$ cat config.mk
export PLATFORM = sky130hd
export DESIGN_NAME = key_param_ctrl_flat
export DESIGN_NICKNAME = d
export VERILOG_FILES = /design/src/rtl/key_param_if.sv /design/src/rtl/key_param_ctrl.sv /design/src/flat_wrapper.sv
export SDC_FILE = /design/constraint.sdc
export NUM_CORES = 1
export LEC_CHECK = 0
export CORE_UTILIZATION = 35
export DETAILED_ROUTE_END_ITERATION = 10
export GPL_TIMING_DRIVEN = 0
export HOLD_SLACK_MARGIN = 0.12
export PLACE_DENSITY = 0.59
export SLEW_MARGIN = 20
export SYNTH_ARGS = -nofsm -noshare
export SYNTH_HDL_FRONTEND = slang
export SYNTH_SLANG_ARGS = --single-unit
$ cat constraint.sdc
create_clock -name clk -period 2.5 [get_ports clk]
set_input_delay 0.25 -clock clk [delete_from_list [all_inputs] [get_ports clk]]
set_output_delay 0.25 -clock clk [all_outputs]
set_load 0.05 [all_outputs]
$ cat src/rtl/key_param_if.sv
// key_param_if
//   Bundles the key-event input and the parameter-publish handshake of
//   key_param_ctrl.
//   master : controller side. It receives key events and param_ready and
//            drives param_valid, threshold and mode.
//   slave  : environment side (key debouncer plus image pipeline).
//   Signals:
//     key_flag     one-cycle strobe that marks a new key event
//     key_value    active-high key code, valid while key_flag=1
//     param_ready  the pipeline accepts the parameter set
//     param_valid  the parameter set is stable and offered
//     threshold    Sobel edge threshold
//     mode         display mode
interface key_param_if #(
    parameter int KEY_WIDTH = 4
) ();
    logic                 key_flag;
    logic [KEY_WIDTH-1:0] key_value;
    logic                 param_ready;
    logic                 param_valid;
    logic [7:0]           threshold;
    logic [1:0]           mode;

    modport master (
        input  key_flag, key_value, param_ready,
        output param_valid, threshold, mode
    );

    modport slave (
        output key_flag, key_value, param_ready,
        input  param_valid, threshold, mode
    );
endinterface

$ cat src/rtl/key_param_ctrl.sv
// key_param_ctrl
//   Decodes debounced key events into edits of the Sobel threshold and the
//   display mode. It publishes each edited parameter set through a
//   valid/ready handshake and holds one event pending while a publish is
//   outstanding.
//   Ports:
//     clk      system clock
//     rst      synchronous, active-high reset
//     bus      key_param_if.master: key_flag/key_value in, param_ready in,
//              param_valid/threshold/mode out
//     drop_cnt saturating count of discarded events
//     led      acknowledge indication (one-hot of the last decoded key)
//   Optional feature: define KEY_LED_ACK_EN to enable the LED acknowledge
//   pulse. When it is undefined, led is tied to 0.
module key_param_ctrl #(
    parameter int          KEY_WIDTH      = 4,
    parameter logic [7:0]  THRESH_DEFAULT = 8'd64,
    parameter logic [7:0]  THRESH_STEP    = 8'd4,
    parameter logic [7:0]  THRESH_MIN     = 8'd0,
    parameter logic [7:0]  THRESH_MAX     = 8'd250,
    parameter int          MODE_NUM       = 3,
    parameter logic [23:0] LED_TIME       = 24'd5_000_000
) (
    input  logic                 clk,
    input  logic                 rst,
    key_param_if.master          bus,
    output logic [7:0]           drop_cnt,
    output logic [KEY_WIDTH-1:0] led
);

    typedef enum logic [1:0] {IDLE, APPLY, OFFER} state_t;
    typedef enum logic [2:0] {C_NONE, C_INC, C_DEC, C_RESTORE, C_MODE} code_t;

    state_t     state, state_d;
    logic [3:0] cur_key;     // event being applied (only keys 0..3 matter)
    logic [3:0] pend_key;
    logic       pend_vld;
    logic [7:0] thresh;
    logic [1:0] mode_q;
    code_t      code;

    logic cap_key, cap_pend, pend_st, pend_clr, drop, do_apply;

    // Lowest set bit wins.
    always_comb begin
        code = C_NONE;
        if      (cur_key[0]) code = C_INC;
        else if (cur_key[1]) code = C_DEC;
        else if (cur_key[2]) code = C_RESTORE;
        else if (cur_key[3]) code = C_MODE;
    end

    always_ff @(posedge clk) begin
        if (rst) state <= IDLE;
        else     state <= state_d;
    end

    always_comb begin
        state_d  = state;
        cap_key  = 1'b0;
        cap_pend = 1'b0;
        pend_st  = 1'b0;
        pend_clr = 1'b0;
        drop     = 1'b0;
        do_apply = 1'b0;
        case (state)
            IDLE: begin
                if (pend_vld) begin
                    // The buffered event goes first. A coincident new event
                    // takes over the slot that is being freed.
                    cap_pend = 1'b1;
                    state_d  = APPLY;
                    if (bus.key_flag) pend_st  = 1'b1;
                    else              pend_clr = 1'b1;
                end else if (bus.key_flag) begin
                    cap_key = 1'b1;
                    state_d = APPLY;
                end
            end
            APPLY: begin
                do_apply = 1'b1;
                state_d  = (code == C_NONE) ? IDLE : OFFER;
            end
            OFFER: begin
                if (bus.param_ready) state_d = IDLE;
            end
            default: state_d = IDLE;
        endcase
        // While busy, including the OFFER->IDLE edge, an event is buffered
        // if the slot is free and dropped otherwise.
        if (state != IDLE && bus.key_flag) begin
            if (!pend_vld) pend_st = 1'b1;
            else           drop    = 1'b1;
        end
    end

    // Saturating threshold arithmetic.
    logic [8:0]        inc_sum;
    logic signed [9:0] dec_diff;
    logic [7:0]        thresh_inc, thresh_dec;

    always_comb begin
        inc_sum    = {1'b0, thresh} + {1'b0, THRESH_STEP};
        thresh_inc = (inc_sum > {1'b0, THRESH_MAX}) ? THRESH_MAX : inc_sum[7:0];
        dec_diff   = $signed({2'b00, thresh}) - $signed({2'b00, THRESH_STEP});
        thresh_dec = (dec_diff < $signed({2'b00, THRESH_MIN})) ? THRESH_MIN : dec_diff[7:0];
    end

    always_ff @(posedge clk) begin
        if (rst) begin
            cur_key  <= '0;
            pend_key <= '0;
            pend_vld <= 1'b0;
            thresh   <= THRESH_DEFAULT;
            mode_q   <= '0;
            drop_cnt <= '0;
        end else begin
            if (cap_key)  cur_key <= bus.key_value[3:0];
            if (cap_pend) cur_key <= pend_key;
            if (pend_st) begin
                pend_key <= bus.key_value[3:0];
                pend_vld <= 1'b1;
            end else if (pend_clr) begin
                pend_vld <= 1'b0;
            end
            if (drop && drop_cnt != 8'hFF) drop_cnt <= drop_cnt + 8'd1;
            if (do_apply) begin
                case (code)
                    C_INC:     thresh <= thresh_inc;
                    C_DEC:     thresh <= thresh_dec;
                    C_RESTORE: thresh <= THRESH_DEFAULT;
                    C_MODE:    mode_q <= (mode_q == 2'(MODE_NUM - 1)) ? 2'd0 : mode_q + 2'd1;
                    default:   ;
                endcase
            end
        end
    end

    // Valid is high exactly while in OFFER. Reset returns to IDLE, which
    // drops an outstanding offer at that edge.
    assign bus.param_valid = (state == OFFER);
    assign bus.threshold   = thresh;
    assign bus.mode        = mode_q;

`ifdef KEY_LED_ACK_EN
    logic [23:0]          led_cnt;
    logic [KEY_WIDTH-1:0] led_onehot;

    always_comb begin
        led_onehot = '0;
        case (code)
            C_INC:     led_onehot[0] = 1'b1;
            C_DEC:     led_onehot[1] = 1'b1;
            C_RESTORE: led_onehot[2] = 1'b1;
            C_MODE:    led_onehot[3] = 1'b1;
            default:   ;
        endcase
    end

    // Loading at the APPLY edge and clearing at the edge where the count
    // hits 0 keeps led lit for exactly LED_TIME cycles.
    always_ff @(posedge clk) begin
        if (rst) begin
            led_cnt <= '0;
            led     <= '0;
        end else if (do_apply && code != C_NONE) begin
            led_cnt <= LED_TIME;
            led     <= led_onehot;
        end else if (led_cnt != 24'd0) begin
            led_cnt <= led_cnt - 24'd1;
            if (led_cnt == 24'd1) led <= '0;
        end
    end
`else
    assign led = '0;
`endif

endmodule

$ cat src/flat_wrapper.sv
// flat-port wrapper written by rule: the top's interface ports become plain ports
module key_param_ctrl_flat 
#(
    parameter int          KEY_WIDTH      = 4,
    parameter logic [7:0]  THRESH_DEFAULT = 8'd64,
    parameter logic [7:0]  THRESH_STEP    = 8'd4,
    parameter logic [7:0]  THRESH_MIN     = 8'd0,
    parameter logic [7:0]  THRESH_MAX     = 8'd250,
    parameter int          MODE_NUM       = 3,
    parameter logic [23:0] LED_TIME       = 24'd5_000_000
)
  (clk, rst, drop_cnt, led, bus_key_flag, bus_key_value, bus_param_ready, bus_param_valid, bus_threshold, bus_mode);
  key_param_if #(.KEY_WIDTH(KEY_WIDTH)) bus_i ();
  input  logic clk;
  input  logic rst;
  output logic [7:0] drop_cnt;
  output logic [KEY_WIDTH-1:0] led;
  input wire logic [$bits(bus_i.key_flag)-1:0] bus_key_flag;
  input wire logic [$bits(bus_i.key_value)-1:0] bus_key_value;
  input wire logic [$bits(bus_i.param_ready)-1:0] bus_param_ready;
  output wire logic [$bits(bus_i.param_valid)-1:0] bus_param_valid;
  output wire logic [$bits(bus_i.threshold)-1:0] bus_threshold;
  output wire logic [$bits(bus_i.mode)-1:0] bus_mode;
  assign bus_i.key_flag = bus_key_flag;
  assign bus_i.key_value = bus_key_value;
  assign bus_i.param_ready = bus_param_ready;
  assign bus_param_valid = bus_i.param_valid;
  assign bus_threshold = bus_i.threshold;
  assign bus_mode = bus_i.mode;
  key_param_ctrl #(.KEY_WIDTH(KEY_WIDTH), .THRESH_DEFAULT(THRESH_DEFAULT), .THRESH_STEP(THRESH_STEP), .THRESH_MIN(THRESH_MIN), .THRESH_MAX(THRESH_MAX), .MODE_NUM(MODE_NUM), .LED_TIME(LED_TIME)) u_core (.clk(clk), .rst(rst), .bus(bus_i), .drop_cnt(drop_cnt), .led(led));
endmodule
==> metrics.txt, run 1 <==
Root Driver clkbuf_8; min-delay src bus_key_flag; Critical Path RT 2700 ps; num ports 31; number of global-route vias before repair 1314; Core Util, Final 45.4%; Post-Syn Area 0.00159 mm²; Fillers 475; outcome completed; CP arrival 2260 ps; Max-Cap Viols 0; Seq cells post-synth 28; slowest CP cell or4_1; Slew Limit Fails 0; Slowest Stage Delay on Critical Path 560 ps; internal power 0.802 mW; clk sink count 28; PD cells 592 mW/mm²; Main synth FF type dfxtp_1; Synth area leaders dfxtp_1 (35%), nor2_1 (7.6%), o21ai_0 (5.0%), mux2i_1 (4.4%), a21oi_1 (3.8%); worst r2r src u_core.bus.threshold[2]$_SDFFE_PP0P_; initial antenna violation count 0; core area 0.00435 mm²; crit path max fanout 11; CTS tree yes; # resized after CTS 0; fmax 485 MHz; met1 Use GR 20.1%; M2 GR Usage 24.8%; total CTS buffers 3; Initial Utilization 36.4%; clock share of power 30.6%; FF-to-FF End u_core.bus.threshold[2]$_SDFFE_PP0P_; Syn-to-layout area delta 24.7%; Vias per Instance 5.22; R2R cell count 5; IO buf count 24; final setup TNS 0 ps; WL final 3600 µm; CP Class flip-flop to flip-flop; Die Area 0.00481 mm²; PnR Total Power 1.17 mW; logic gate share of total power 25.6%; Slew headroom 58.9%; GRT busiest layer met2; Netlist cell types 50; syn avg cell area 7.82 µm²; synth warn 0; final hold vios 0; switching power 0.368 mW; CTS H-tree lvls 1; clk_lat worst skew 270 ps; Yosys top cell by area dfxtp_1; peak supply drop 447 µV; DP HPWL 2590 µm; die span in y 69.3 µm; DRC viols 0; sequential share of power 43.8%; family with the most delay on the worst path simple AND/OR/NAND/NOR gates; Vias 1497; clock-pin slew on the worst setup and hold paths 90 ps; # Post-CTS Setup Buffers 0; type of origin of the critical path flip-flop; grt met3 use 3.20%; global-route wire length before repair 6000 µm; post-synthesis sequential area ratio 35.3%; Lkg Pwr 0.756 nW; TritonRoute pass-1 iters 4; Sw Ratio 31.5%; Setup crit end kind flip-flop; # nets final 248; final worst path period share 82.4%; async set-or-reset flop fraction in the synthesized netlist 0%; Yosys top cell area share 35.3%; Worst Tran Pin Value 615 ps; # setup viols final 0; RSZ-0062 raised after global routing no; WHS Endpoint u_core.pend_vld$_SDFFE_PP0P_; skew final 2.55 ps; share of layout cells above drive strength 1 6.38%; die width 69.3 µm; CTS Hold Bufs 0; WL per Instance 12.5 µm; diodes inserted 0; WP buf/inv 0; Total GRT Usage 15.0%; EDFF count, synth 0; crit path time final 2060 ps; reg2reg setup slack 440 ps; post-route ant nets 0; hold path depth 3; CTS Buffer Depth 2; CP most frequent cell and3_1; gr ovfl total 0; Post-Synthesis Cells 203; row cnt 24; Hold Crit Class primary input to flip-flop; Final GP Congestion 0.817; worst-path cell chain ha_1 > and3_1 > and3_1 > or4_1 > a31oi_1; 1st-iter DRT viols 79; largest net degree at the start of global routing 17
## registers in the layout (all words and copies together) (netlist names)
signal and cells:
u_core.bus.mode 2, u_core.bus.threshold 7, u_core.cur_key 4, u_core.drop_cnt 8, u_core.pend_key 4, u_core.pend_vld 1
u_core.state 2
## per-layer routing
layer / part of all wire, % / vias up
li1: - / 771
met1: 50 / 692
met2: 45 / 32
met3: 3.8 / 2
met4: 0.50 / 0
met5: 0 / -
## cells in the final DEF (no fill, tap or decap), drive strengths merged, types with 3 or more instances in the layout
| cell | synthesis | final |
|---|---|---|
| nor2 | 33 | 33 |
| dfxtp | 28 | 28 |
| clkdlybuf4s50 | 0 | 24 |
| o21ai | 20 | 20 |
| a21oi | 12 | 12 |
| nand2 | 11 | 11 |
| nand3 | 9 | 9 |
| nor3 | 9 | 9 |
| buf | 9 | 9 |
| inv | 8 | 8 |
| mux2i | 7 | 7 |
| clkbuf | 4 | 7 |
| xnor2 | 6 | 6 |
| conb | 1 | 5 |
| ha | 4 | 4 |
| nor2b | 3 | 3 |
| nand2b | 3 | 3 |
| or3 | 3 | 3 |
## stage by stage
stage / instance area, µm² / hold WS, ps / instances / setup WS, ps
finish: 1980 / 364 / 287 / 440
global route: 1980 / 409 / 287 / 341
CTS: 1980 / 347 / 287 / 460
detailed placement: 1910 / 484 / 283 / 483
global placement: 1910 / 475 / 283 / 452
floorplan: 1600 / 394 / 207 / 410
## area by class of cell
| type | instances | area (µm²) | share of cell area, % |
|---|---|---|---|
| multi-input cells | 158 | 932 | 47.1 |
| flip-flops and latches | 28 | 561 | 28.3 |
| repair buffers | 24 | 240 | 12.1 |
| plain buffers | 13 | 78.8 | 3.98 |
| well taps | 52 | 65.1 | 3.29 |
| clock buffers | 3 | 41.3 | 2.09 |
| clock inverters | 1 | 30.0 | 1.52 |
| inverters | 8 | 30.0 | 1.52 |
## cell usage after synthesis, drive strengths merged, types with 2 or more instances
library cell  number
a31oi              2
ha                 4
o2111ai            2
nand4              2
buf                9
nand2             11
a21oi             12
and3               2
xor2               2
nor2b              3
nor2              33
xnor2              6
o21ai             20
inv                8
nand2b             3
dfxtp             28
a211oi             2
nor3               9
nand3              9
or3                3
or4                2
mux2i              7
clkbuf             4
or2                2
## worst min-delay path, stage by stage
cell,delay [ps]
buf_1,180
nand2_1,100
a21oi_1,60
## worst max path at each step
stage	startpoint	to	cells after the start
floorplan	u_core.bus.threshold[2]$_SDFFE_PP0P_	u_core.bus.threshold[2]$_SDFFE_PP0P_	6
global placement	u_core.bus.threshold[2]$_SDFFE_PP0P_	u_core.bus.threshold[1]$_SDFFE_PP0P_	7
detailed placement	u_core.bus.threshold[2]$_SDFFE_PP0P_	u_core.bus.threshold[1]$_SDFFE_PP0P_	7
CTS	u_core.bus.threshold[2]$_SDFFE_PP0P_	u_core.bus.threshold[2]$_SDFFE_PP0P_	5
global route	u_core.bus.threshold[2]$_SDFFE_PP0P_	u_core.bus.threshold[1]$_SDFFE_PP0P_	7
finish	u_core.bus.threshold[2]$_SDFFE_PP0P_	u_core.bus.threshold[2]$_SDFFE_PP0P_	5
## power groups by stage
stage          sequential [mW]  combinational, mW  clock, mW
2_1_floorplan            0.553              0.188          0
3_3_place_gp             0.523              0.299          0
3_5_place_dp             0.522              0.298          0
4_1_cts                  0.512              0.300      0.374
5_1_grt                  0.517              0.330      0.386
6_report                 0.513              0.300      0.358
## cell families (layout without fill, tap and decap cells)
group | Yosys count | after routing | share of synthesized area (%)
AO/OA/AOI/OAI | 48 | 48 | 18.6
XOR/XNOR | 8 | 8 | 4.42
adder cells (fa/ha/maj) | 4 | 4 | 3.15
buffers and inverters | 21 | 49 | 6.86
flip-flops | 28 | 28 | 35.3
multiplexers | 7 | 7 | 4.42
other | 1 | 5 | 0.236
AND/OR/NAND/NOR | 86 | 86 | 27.0
No activity file was read; power rests on OpenSTA's default activity.
==> run 2, diff against run 1 <==
PLACE_DENSITY = 0.61   (was 0.59)
clock period = 1.86 ns   (was 2.5 ns; I/O delays follow)
==> metrics.txt, run 2 (same netlist as run 1, synthesis figures left out) <==
final setup TNS 0 ps (unchanged); crit path max fanout 6 (was 11); Slew headroom 60.9% (was 58.9%); Biggest register u_core.drop_cnt (unchanged); Place WS -81.6 ps (was 483 ps); fmax 553 MHz (was 485 MHz); WL final 3650 µm (was 3600 µm); Die Area 0.00481 mm² (unchanged); Initial Utilization 36.4% (unchanged); PD cells 755 mW/mm² (was 592 mW/mm²); WL per Instance 12.5 µm (about the same); row cnt 24 (unchanged); core area 0.00435 mm² (unchanged); Root Driver clkbuf_8 (unchanged); # nets final 253 (was 248); global-route wire length before repair 6140 µm (was 6000 µm); Syn-to-layout area delta 30.8% (was 24.7%); 1st-iter DRT viols 98 (was 79); IO buf count 24 (unchanged); Hold WS 287 ps (was 364 ps); Lkg Pwr 0.824 nW (was 0.756 nW); initial antenna violation count 0 (unchanged); Worst Tran Pin Value 584 ps (was 615 ps); CP arrival 2010 ps (was 2260 ps); TritonRoute pass-1 iters 4 (unchanged); CP Class flip-flop to flip-flop (unchanged); # setup viols final 0 (unchanged); DRC viols 0 (unchanged); die span in y 69.3 µm (unchanged); RSZ-0062 raised after global routing yes (was no); peak supply drop 450 µV (was 447 µV); most common cell after layout, fill and taps aside nor2_1 (unchanged); gr ovfl total 0 (unchanged); Vias 1537 (was 1497); commonest cells after routing, fill and taps aside nor2_1 (31), dfxtp_1 (24), clkdlybuf4s50_1 (20), o21ai_0 (16), a21oi_1 (12) (was nor2_1 (32), dfxtp_1 (28), clkdlybuf4s50_1 (24), o21ai_0 (16), a21oi_1 (12)); final worst path period share 97.2% (was 82.4%); Total GRT Usage 15.3% (was 15.0%); Max-Cap Viols 0 (unchanged); Slew Limit Fails 0 (unchanged); outcome completed (unchanged); max FFs per register 8 (unchanged); crit path time final 1810 ps (was 2060 ps); share of layout cells above drive strength 1 14.2% (was 6.38%); total CTS buffers 3 (unchanged); number of global-route vias before repair 1384 (was 1314); CTS tree yes (unchanged); CTS H-tree lvls 1 (unchanged); diodes inserted 0 (unchanged); DP HPWL 2560 µm (was 2590 µm); Vias per Instance 5.26 (was 5.22); clk sink count 28 (unchanged); Final GP Congestion 0.826 (was 0.817); type of origin of the critical path flip-flop (unchanged); die width 69.3 µm (unchanged); post-route ant nets 0 (unchanged); clock-pin slew on the worst setup and hold paths 100 ps (was 90 ps); num ports 31 (unchanged); final hold vios 0 (unchanged); Critical Path RT 2060 ps (was 2700 ps); largest net degree at the start of global routing 17 (unchanged); CTS Buffer Depth 2 (unchanged); slack of the critical path 51.9 ps (was 440 ps); Hold Crit Class primary input to flip-flop (unchanged); Setup crit end kind flip-flop (unchanged); clk_lat worst skew 270 ps (about the same); skew final 2.29 ps (was 2.55 ps)
## run 2: path summary, 6_finish.rpt
kind | from | to | slack [ps] | cells after the start
hold / removal | bus_key_flag | u_core.pend_vld$_SDFFE_PP0P_ | 290 | 3
setup reg to reg | u_core.bus.threshold[2]$_SDFFE_PP0P_ | u_core.bus.threshold[2]$_SDFFE_PP0P_ | 50 | 5
hold reg to reg | u_core.pend_key[1]$_SDFFE_PP0P_ | u_core.pend_key[1]$_SDFFE_PP0P_ | 500 | 2
setup / recovery | u_core.bus.threshold[2]$_SDFFE_PP0P_ | u_core.bus.threshold[2]$_SDFFE_PP0P_ | 50 | 5
## run 2: area by class of cell
cell class | instances | area (µm²)
fill | 453 | 2280
buffer | 12 | 75.1
multi-input combinational | 158 | 975
inverter | 8 | 35.0
sequential | 28 | 571
timing repair buffer | 30 | 289
tap | 52 | 65.1
clock buffer | 4 | 66.3
## run 2: worst max-delay path: stages (launching register included)
cell and delay [ps]:
dfxtp_4 390, ha_2 220, and3_4 200, and3_2 240, or4_1 530, a31oi_1 160
## run 2: layer usage
layer / track usage [%] / vias up / part of all wire (%)
met4: 3.40 / 0 / 0.93
met2: 25.2 / 46 / 46
met5: 0 / - / 0
met1: 20.4 / 702 / 48
li1: - / 779 / -
met3: 3.49 / 10 / 4.7
## run 2: timing repair
item | in CTS | in global routing
setup endpoints to repair | 4 | 7
resized for setup | 6 | 12
buffers inserted | 0 | 6
pin swaps | 0 | 3
hold buffers | 0 | 0
endpoints found under the hold margin | 0 | 0
## run 2: through the flow
step / area [µm²] / instances / util (%) / total power, mW
2_1_floorplan: 1610 / 207 / - / 0.997
3_3_place_gp: 1910 / 283 / 44.0 / 1.11
3_5_place_dp: 1910 / 283 / 44.0 / 1.11
4_1_cts: 2000 / 287 / 45.8 / 1.55
5_1_grt: 2080 / 292 / 47.7 / 1.66
6_report: 2080 / 292 / 47.7 / 1.57
## run 2: power by group
group / switching [mW] / total, mW / internal (mW)
combinational: 0.265 / 0.445 / 0.181
clock: 0.195 / 0.429 / 0.234
sequential: 0.0542 / 0.693 / 0.638
==> run 3, diff against run 2 <==
CAP_MARGIN = 20   (was unset)
==> results of run 3 <==
No change in the layout: final DEF, timing and power equal those of run 2.
